$ cat src/rtl/uart_pkg.sv
// rtl/uart_pkg.sv - shared UART constants and receiver state encoding
package uart_pkg;

   localparam int UART_DATA_BITS  = 9;
   localparam int UART_OVERSAMPLE = 16;

   // Data bits XOR parity bit must equal this value for a good frame
   localparam logic PARITY_ODD = 1'b1;

   typedef enum logic [2:0] {
      IDLE,
      START,
      DATA,
      PARITY,
      STOP,
      WAIT_HIGH
   } uart_state_e;

endpackage

$ cat src/rtl/uart_rx_sync.sv
// rtl/uart_rx_sync.sv - rx line synchronizer with falling-edge detect
module uart_rx_sync #(
   parameter int SYNC_STAGES = 2
) (
   input  logic clk_i,
   input  logic rst_i,
   input  logic rx_i,
   output logic rxs_o,
   output logic fall_o
);

   logic [SYNC_STAGES-1:0] sync_q;
   logic [SYNC_STAGES-1:0] sync_d;
   logic                   prev_q;

   // Shift the raw line into the chain, stage 0 first
   always_comb begin
      sync_d[0] = rx_i;
      for (int i = 1; i < SYNC_STAGES; i++) begin
         sync_d[i] = sync_q[i-1];
      end
   end

   // Chain and previous-sample flop preset to the idle-high line level
   always_ff @(posedge clk_i or posedge rst_i) begin
      if (rst_i) begin
         sync_q <= '1;
         prev_q <= 1'b1;
      end else begin
         sync_q <= sync_d;
         prev_q <= sync_q[SYNC_STAGES-1];
      end
   end

   assign rxs_o  = sync_q[SYNC_STAGES-1];
   assign fall_o = prev_q & ~sync_q[SYNC_STAGES-1];

endmodule

$ cat src/rtl/uart_rx_oversample.sv
// rtl/uart_rx_oversample.sv - oversampling 9-bit odd-parity UART receiver
module uart_rx_oversample
   import uart_pkg::*;
#(
   parameter int OVERSAMPLE  = UART_OVERSAMPLE,
   parameter int DATA_BITS   = UART_DATA_BITS,
   parameter int SYNC_STAGES = 2
) (
   input  logic                 rxclk,
   input  logic                 reset,
   input  logic                 rx_in,
   input  logic                 rx_ready,
   output logic [DATA_BITS-1:0] rx_data,
   output logic                 rx_valid,
   output logic                 rx_error,
   output logic                 rx_frame_error,
   output logic                 rx_overrun,
   output logic                 rx_busy
);

   localparam int TICK_W = $clog2(OVERSAMPLE);
   localparam int IDX_W  = $clog2(DATA_BITS + 1);

   localparam logic [TICK_W-1:0] TICK_MID  = TICK_W'(OVERSAMPLE / 2 - 1);
   localparam logic [TICK_W-1:0] TICK_LAST = TICK_W'(OVERSAMPLE - 1);
   localparam logic [IDX_W-1:0]  IDX_LAST  = IDX_W'(DATA_BITS - 1);

   logic rxs;
   logic fall;

   uart_state_e          state_q, state_d;
   logic [TICK_W-1:0]    tick_q, tick_d;
   logic [IDX_W-1:0]     idx_q, idx_d;
   logic [DATA_BITS-1:0] shift_q, shift_d;
   logic                 par_ok_q, par_ok_d;
   logic [DATA_BITS-1:0] data_q, data_d;
   logic                 valid_q, valid_d;
   logic                 err_q, err_d;
   logic                 ferr_q, ferr_d;
   logic                 ovr_q, ovr_d;
   logic                 load;

   uart_rx_sync #(
      .SYNC_STAGES(SYNC_STAGES)
   ) u_sync (
      .clk_i (rxclk),
      .rst_i (reset),
      .rx_i  (rx_in),
      .rxs_o (rxs),
      .fall_o(fall)
   );

   // Frame FSM, bit counters and the output holding register next-state
   always_comb begin
      state_d  = state_q;
      tick_d   = tick_q;
      idx_d    = idx_q;
      shift_d  = shift_q;
      par_ok_d = par_ok_q;
      data_d   = data_q;
      valid_d  = valid_q;
      err_d    = err_q;
      ferr_d   = ferr_q;
      ovr_d    = ovr_q;
      load     = 1'b0;

      case (state_q)
         IDLE: begin
            if (fall) begin
               state_d = START;
               tick_d  = '0;
            end
         end
         START: begin
            if (tick_q == TICK_MID) begin
               tick_d  = '0;
               idx_d   = '0;
               // A line already back high at mid-start was only a glitch
               state_d = rxs ? IDLE : DATA;
            end else begin
               tick_d = tick_q + 1'b1;
            end
         end
         DATA: begin
            if (tick_q == TICK_LAST) begin
               tick_d  = '0;
               shift_d = {rxs, shift_q[DATA_BITS-1:1]};
               if (idx_q == IDX_LAST) begin
                  idx_d   = '0;
                  state_d = PARITY;
               end else begin
                  idx_d = idx_q + 1'b1;
               end
            end else begin
               tick_d = tick_q + 1'b1;
            end
         end
         PARITY: begin
            if (tick_q == TICK_LAST) begin
               tick_d   = '0;
               par_ok_d = ((^shift_q) ^ rxs) == PARITY_ODD;
               state_d  = STOP;
            end else begin
               tick_d = tick_q + 1'b1;
            end
         end
         STOP: begin
            if (tick_q == TICK_LAST) begin
               tick_d  = '0;
               load    = 1'b1;
               // A low stop bit may be a break; wait for the line to rise
               state_d = rxs ? IDLE : WAIT_HIGH;
            end else begin
               tick_d = tick_q + 1'b1;
            end
         end
         WAIT_HIGH: begin
            if (rxs) begin
               state_d = IDLE;
            end
         end
         default: begin
            state_d = IDLE;
         end
      endcase

      // A new word wins over a same-cycle accept of the old one
      if (load) begin
         data_d  = shift_q;
         err_d   = ~par_ok_q;
         ferr_d  = ~rxs;
         ovr_d   = valid_q & ~rx_ready;
         valid_d = 1'b1;
      end else if (valid_q && rx_ready) begin
         valid_d = 1'b0;
         err_d   = 1'b0;
         ferr_d  = 1'b0;
         ovr_d   = 1'b0;
      end
   end

   // State, counters and holding register
   always_ff @(posedge rxclk or posedge reset) begin
      if (reset) begin
         state_q  <= IDLE;
         tick_q   <= '0;
         idx_q    <= '0;
         shift_q  <= '0;
         par_ok_q <= 1'b0;
         data_q   <= '0;
         valid_q  <= 1'b0;
         err_q    <= 1'b0;
         ferr_q   <= 1'b0;
         ovr_q    <= 1'b0;
      end else begin
         state_q  <= state_d;
         tick_q   <= tick_d;
         idx_q    <= idx_d;
         shift_q  <= shift_d;
         par_ok_q <= par_ok_d;
         data_q   <= data_d;
         valid_q  <= valid_d;
         err_q    <= err_d;
         ferr_q   <= ferr_d;
         ovr_q    <= ovr_d;
      end
   end

   assign rx_data        = data_q;
   assign rx_valid       = valid_q;
   assign rx_error       = err_q;
   assign rx_frame_error = ferr_q;
   assign rx_overrun     = ovr_q;
   assign rx_busy        = (state_q != IDLE);

endmodule
$ cat config.mk
export PLATFORM = sky130hd
export DESIGN_NAME = uart_rx_oversample
export DESIGN_NICKNAME = d
export VERILOG_FILES = /design/src/rtl/uart_pkg.sv /design/src/rtl/uart_rx_sync.sv /design/src/rtl/uart_rx_oversample.sv
export SDC_FILE = /design/constraint.sdc
export NUM_CORES = 1
export LEC_CHECK = 0
export BUFFER_PORTS_ARGS = -buffer_cell sky130_fd_sc_hd__buf_2
export CAP_MARGIN = 5
export CORE_UTILIZATION = 52
export DETAILED_ROUTE_END_ITERATION = 10
export GPL_ROUTABILITY_DRIVEN = 0
export GPL_TIMING_DRIVEN = 0
export HOLD_SLACK_MARGIN = 0.12
export PLACE_DENSITY = 0.74
export SLEW_MARGIN = 20
export SYNTH_ARGS = -nofsm -noshare
export SYNTH_HDL_FRONTEND = slang
export SYNTH_HIERARCHICAL = 1
export SYNTH_SLANG_ARGS = --single-unit
$ cat constraint.sdc
create_clock -name rxclk -period 1.8 [get_ports rxclk]
set_clock_uncertainty 0.15 [all_clocks]
set_input_delay 0.36 -clock rxclk [delete_from_list [all_inputs] [get_ports rxclk]]
set_output_delay 0.36 -clock rxclk [all_outputs]
set_load 0.01 [all_outputs]
==> flow_metrics.env <==
export IMPL_grt_pass1_wl_um=5354
export IMPL_grt_use_total=0.1999
export IMPL_post_route_cell_area_um2=2288
export IMPL_ctsRootBufferMaster="clkbuf_4"
export IMPL_crit_required_ps=1870
export IMPL_synth_nets=162
export IMPL_criticalPathCategory="flip-flop to flip-flop"
export IMPL_h_tree_depth=2
export IMPL_synth_area_mux_share=0.1495
export IMPL_cpPeakStageDelay_ps=470
export IMPL_status="finished with violations"
export IMPL_syn_to_final_growth_pct=27.19
export IMPL_setup_viol=14
export IMPL_ant_nets=0
export IMPL_violations="setup timing"
export IMPL_yosysWarnings=6
export IMPL_die_area_um2=3699
export IMPL_rsz0062_at_grt="true"
export IMPL_tightest_slew_ps=702.0
export IMPL_grt_pass1_vias=1232
export IMPL_hp_class="flip-flop to flip-flop"
export IMPL_rows=20
export IMPL_clock_fmax_ghz=0.5014
export IMPL_synth_top_family_by_area="multiplexers"
export IMPL_path_cells="buf_2 > nand2_1 > o211a_4 > a2111oi_4 > mux2_1"
export IMPL_ys_seq_area_frac=0.5167
export IMPL_numCtsBuffers=5
export IMPL_cp_max_fo=10
export IMPL_routed_wl_um=3437
export IMPL_grt_overflow=0
export IMPL_wl_per_cell_um=14.14
export IMPL_peakVddDrop_uv=910.1
export IMPL_antenna_found_initial=0
export IMPL_start_util=0.5661
export IMPL_worstSkewPairLatency_ps=340
export IMPL_fillers=236
export IMPL_p_per_area_nw_per_um2=1227
export IMPL_final_util=0.7201
export IMPL_finalNetCount=205
export IMPL_cts_max_path_buffers=2
export IMPL_finalHoldViolCount=0
export IMPL_place_area_um2=1967
export IMPL_slowest_stage="dfrtp_1"
export IMPL_cts_tree="done"
export IMPL_slew_headroom=0.5313
export IMPL_maxCapViolCount=0
export IMPL_die_h_um=60.82
export IMPL_synth_avg_cell_area_um2=11.61
export IMPL_vias=1315
export IMPL_io_pins=18
export IMPL_drc_errors=0
export IMPL_drt_first_pass_iters=4
export IMPL_dp_slack_ps=-234.9
export IMPL_fin_ws_ps=-194.5
export IMPL_ys_seq_elements=37
export IMPL_report_final_slew_viol_count=0
export IMPL_synth_simple_area_share=0.1113
export IMPL_synth_xor_area_frac=0.04868
export IMPL_via_per_inst=5.412
export IMPL_portBuffers=17
export IMPL_grt_max_degree=35
export IMPL_clock_sinks=37
export IMPL_die_w_um=60.82
export IMPL_drt_iter0_markers=43
export IMPL_core_um2=3178
export IMPL_synthAdderAreaFrac=0.02086
export IMPL_finalSetupTns_ps=-1483
export IMPL_netlist_area_um2=1799
export IMPL_min_period_ps=1995
export IMPL_diodes=0
export IMPL_drive_above_1_share=0.4573
export IMPL_period_share=1.108
export IMPL_ys_types=37
export IMPL_synth_cells=155
export IMPL_power_w=0.002808
export IMPL_crit_path_end_kind="flip-flop"
export IMPL_critPathArrivalTime_ps=2070
export IMPL_synth_compound_area_frac=0.1050
export IMPL_clkTransAtPathRegs_ps=110
export IMPL_start_kind="flip-flop"
export IMPL_dp_hpwl_um=2144
export IMPL_leakage_nw=1.088
state kept, by name, indices dropped and copies added (netlist names):
signal / flops
rx_frame_error: 1
idx_q: 4
rx_overrun: 1
rx_valid: 1
rx_error: 1
u_sync/prev_q: 1
rx_data: 9
par_ok_q: 1
tick_q: 4
shift_q: 9
state_q: 3
u_sync/sync_q: 2
final timing paths:
kind | startpoint | endpoint | slack [ps] | cells after the start
worst max-delay path | state_q[2] | state_q[2] | -190 | 5
worst min-delay path | u_sync/sync_q[0] | u_sync/sync_q[1] | 200 | 0
worst min register to register | u_sync/sync_q[0] | u_sync/sync_q[1] | 200 | 0
max in group asynchronous | reset | state_q[0] | 490 | 3
min in group asynchronous | reset | u_sync/sync_q[1] | 450 | 3
worst max register to register | state_q[2] | state_q[2] | -190 | 5
final cells by class:
cell class	instances	area (µm²)	share of cell area
inverter	10	40.04	0.01750
clock inverter	1	30.03	0.01312
timing repair buffer	37	255.2	0.1115
clock buffer	7	55.05	0.02406
multi-input combinational	102	875.8	0.3827
buffer	5	46.29	0.02023
tap	44	55.05	0.02406
sequential	37	930.9	0.4068
placed cells by master, fill, tap and decap left out, types with 2 or more instances in the layout:
cell            n
buf_4          16
inv_1           8
buf_6           3
a21oi_1         5
mux2_4          4
dfstp_2         3
buf_2          18
dfrtp_1        33
nand2_1         8
nand3_1         7
ha_1            2
o21ai_0         8
nand2_2         2
dlygate4sd3_1   3
mux2_2         17
nor2_1          6
clkbuf_4        6
o21ai_1         4
xnor2_1         9
nor2_4          3
power breakdown:
part | internal [W] | switching [W]
combinational | 0.000609 | 0.000568
sequential | 0.000929 | 0.000106
clock | 0.000332 | 0.000265
metrics by stage:
stage | cells | hold WS [ps]
2_1_floorplan | 155 | 143.3
3_3_place_gp | 216 | 198.5
3_5_place_dp | 216 | 203.0
4_1_cts | 238 | 214.0
5_1_grt | 243 | 211.9
6_report | 243 | 204.0
synth_stat cells:
cell type  number  area [µm²]
xor2_1          1       8.760
dfrtp_1        34       850.8
a21oi_1         6       30.03
mux2i_1         1       10.01
nand2_1        10       37.54
a22o_1          1       8.760
nor2b_4         1       13.76
nand4_1         1       6.260
buf_6           3       33.78
a2111oi_4       1       27.53
xnor2_1         9       78.83
ha_1            3       37.54
o2bb2ai_1       1       8.760
o31ai_1         1       7.510
nor3_1          2       10.01
o211a_4         1       17.52
or3_1           2       12.51
nor2_2          2       12.51
dfstp_2         3       78.83
buf_2           3       15.01
or2_1           1       6.260
nor3b_1         1       7.510
nand2_2         1       6.260
nand3_1         8       40.04
a31oi_1         2       12.51
a221oi_1        1       8.760
and2b_1         1       7.510
mux2_2         17       191.4
a211oi_1        1       7.510
inv_1          10       37.54
mux2_1          2       22.52
or4_1           1       7.510
nand2b_1        1       6.260
mux2_4          3       45.04
o21ai_1         3       15.01
nor2_1          7       26.28
o21ai_0         9       45.04
logic make-up after synthesis:
group,Yosys count
simple gates,39
flops,37
compound gates,27
mux,23
buf+inv,16
xor+xnor,10
fa+ha+maj,3
layer usage:
metal / global-route usage / up-vias / wire length (µm)
li1: - / 630 / -
met3: 0.04478 / 6 / 145
met2: 0.3407 / 35 / 1707
met5: 0 / - / 0
met1: 0.2469 / 644 / 1537
met4: 0.07792 / 0 / 47
critical path: cells and delay by family, from the launching register on:
family / cells / cell delay [ps]
buffers and inverters: 1 / 260
AOI/OAI and AO/OA: 2 / 500
and+or+nand+nor: 1 / 140
DFF: 1 / 470
muxes: 1 / 360
what timing repair did:
action	4_1_cts	5_1_grt
cloned	0	0
pin swaps	6	2
hold endpoints to repair	39	0
hold buffers	3	0
setup endpoints to repair	26	29
buffers inserted	12	5
gates resized for setup	10	9
(Power assumes the default switching activity.)
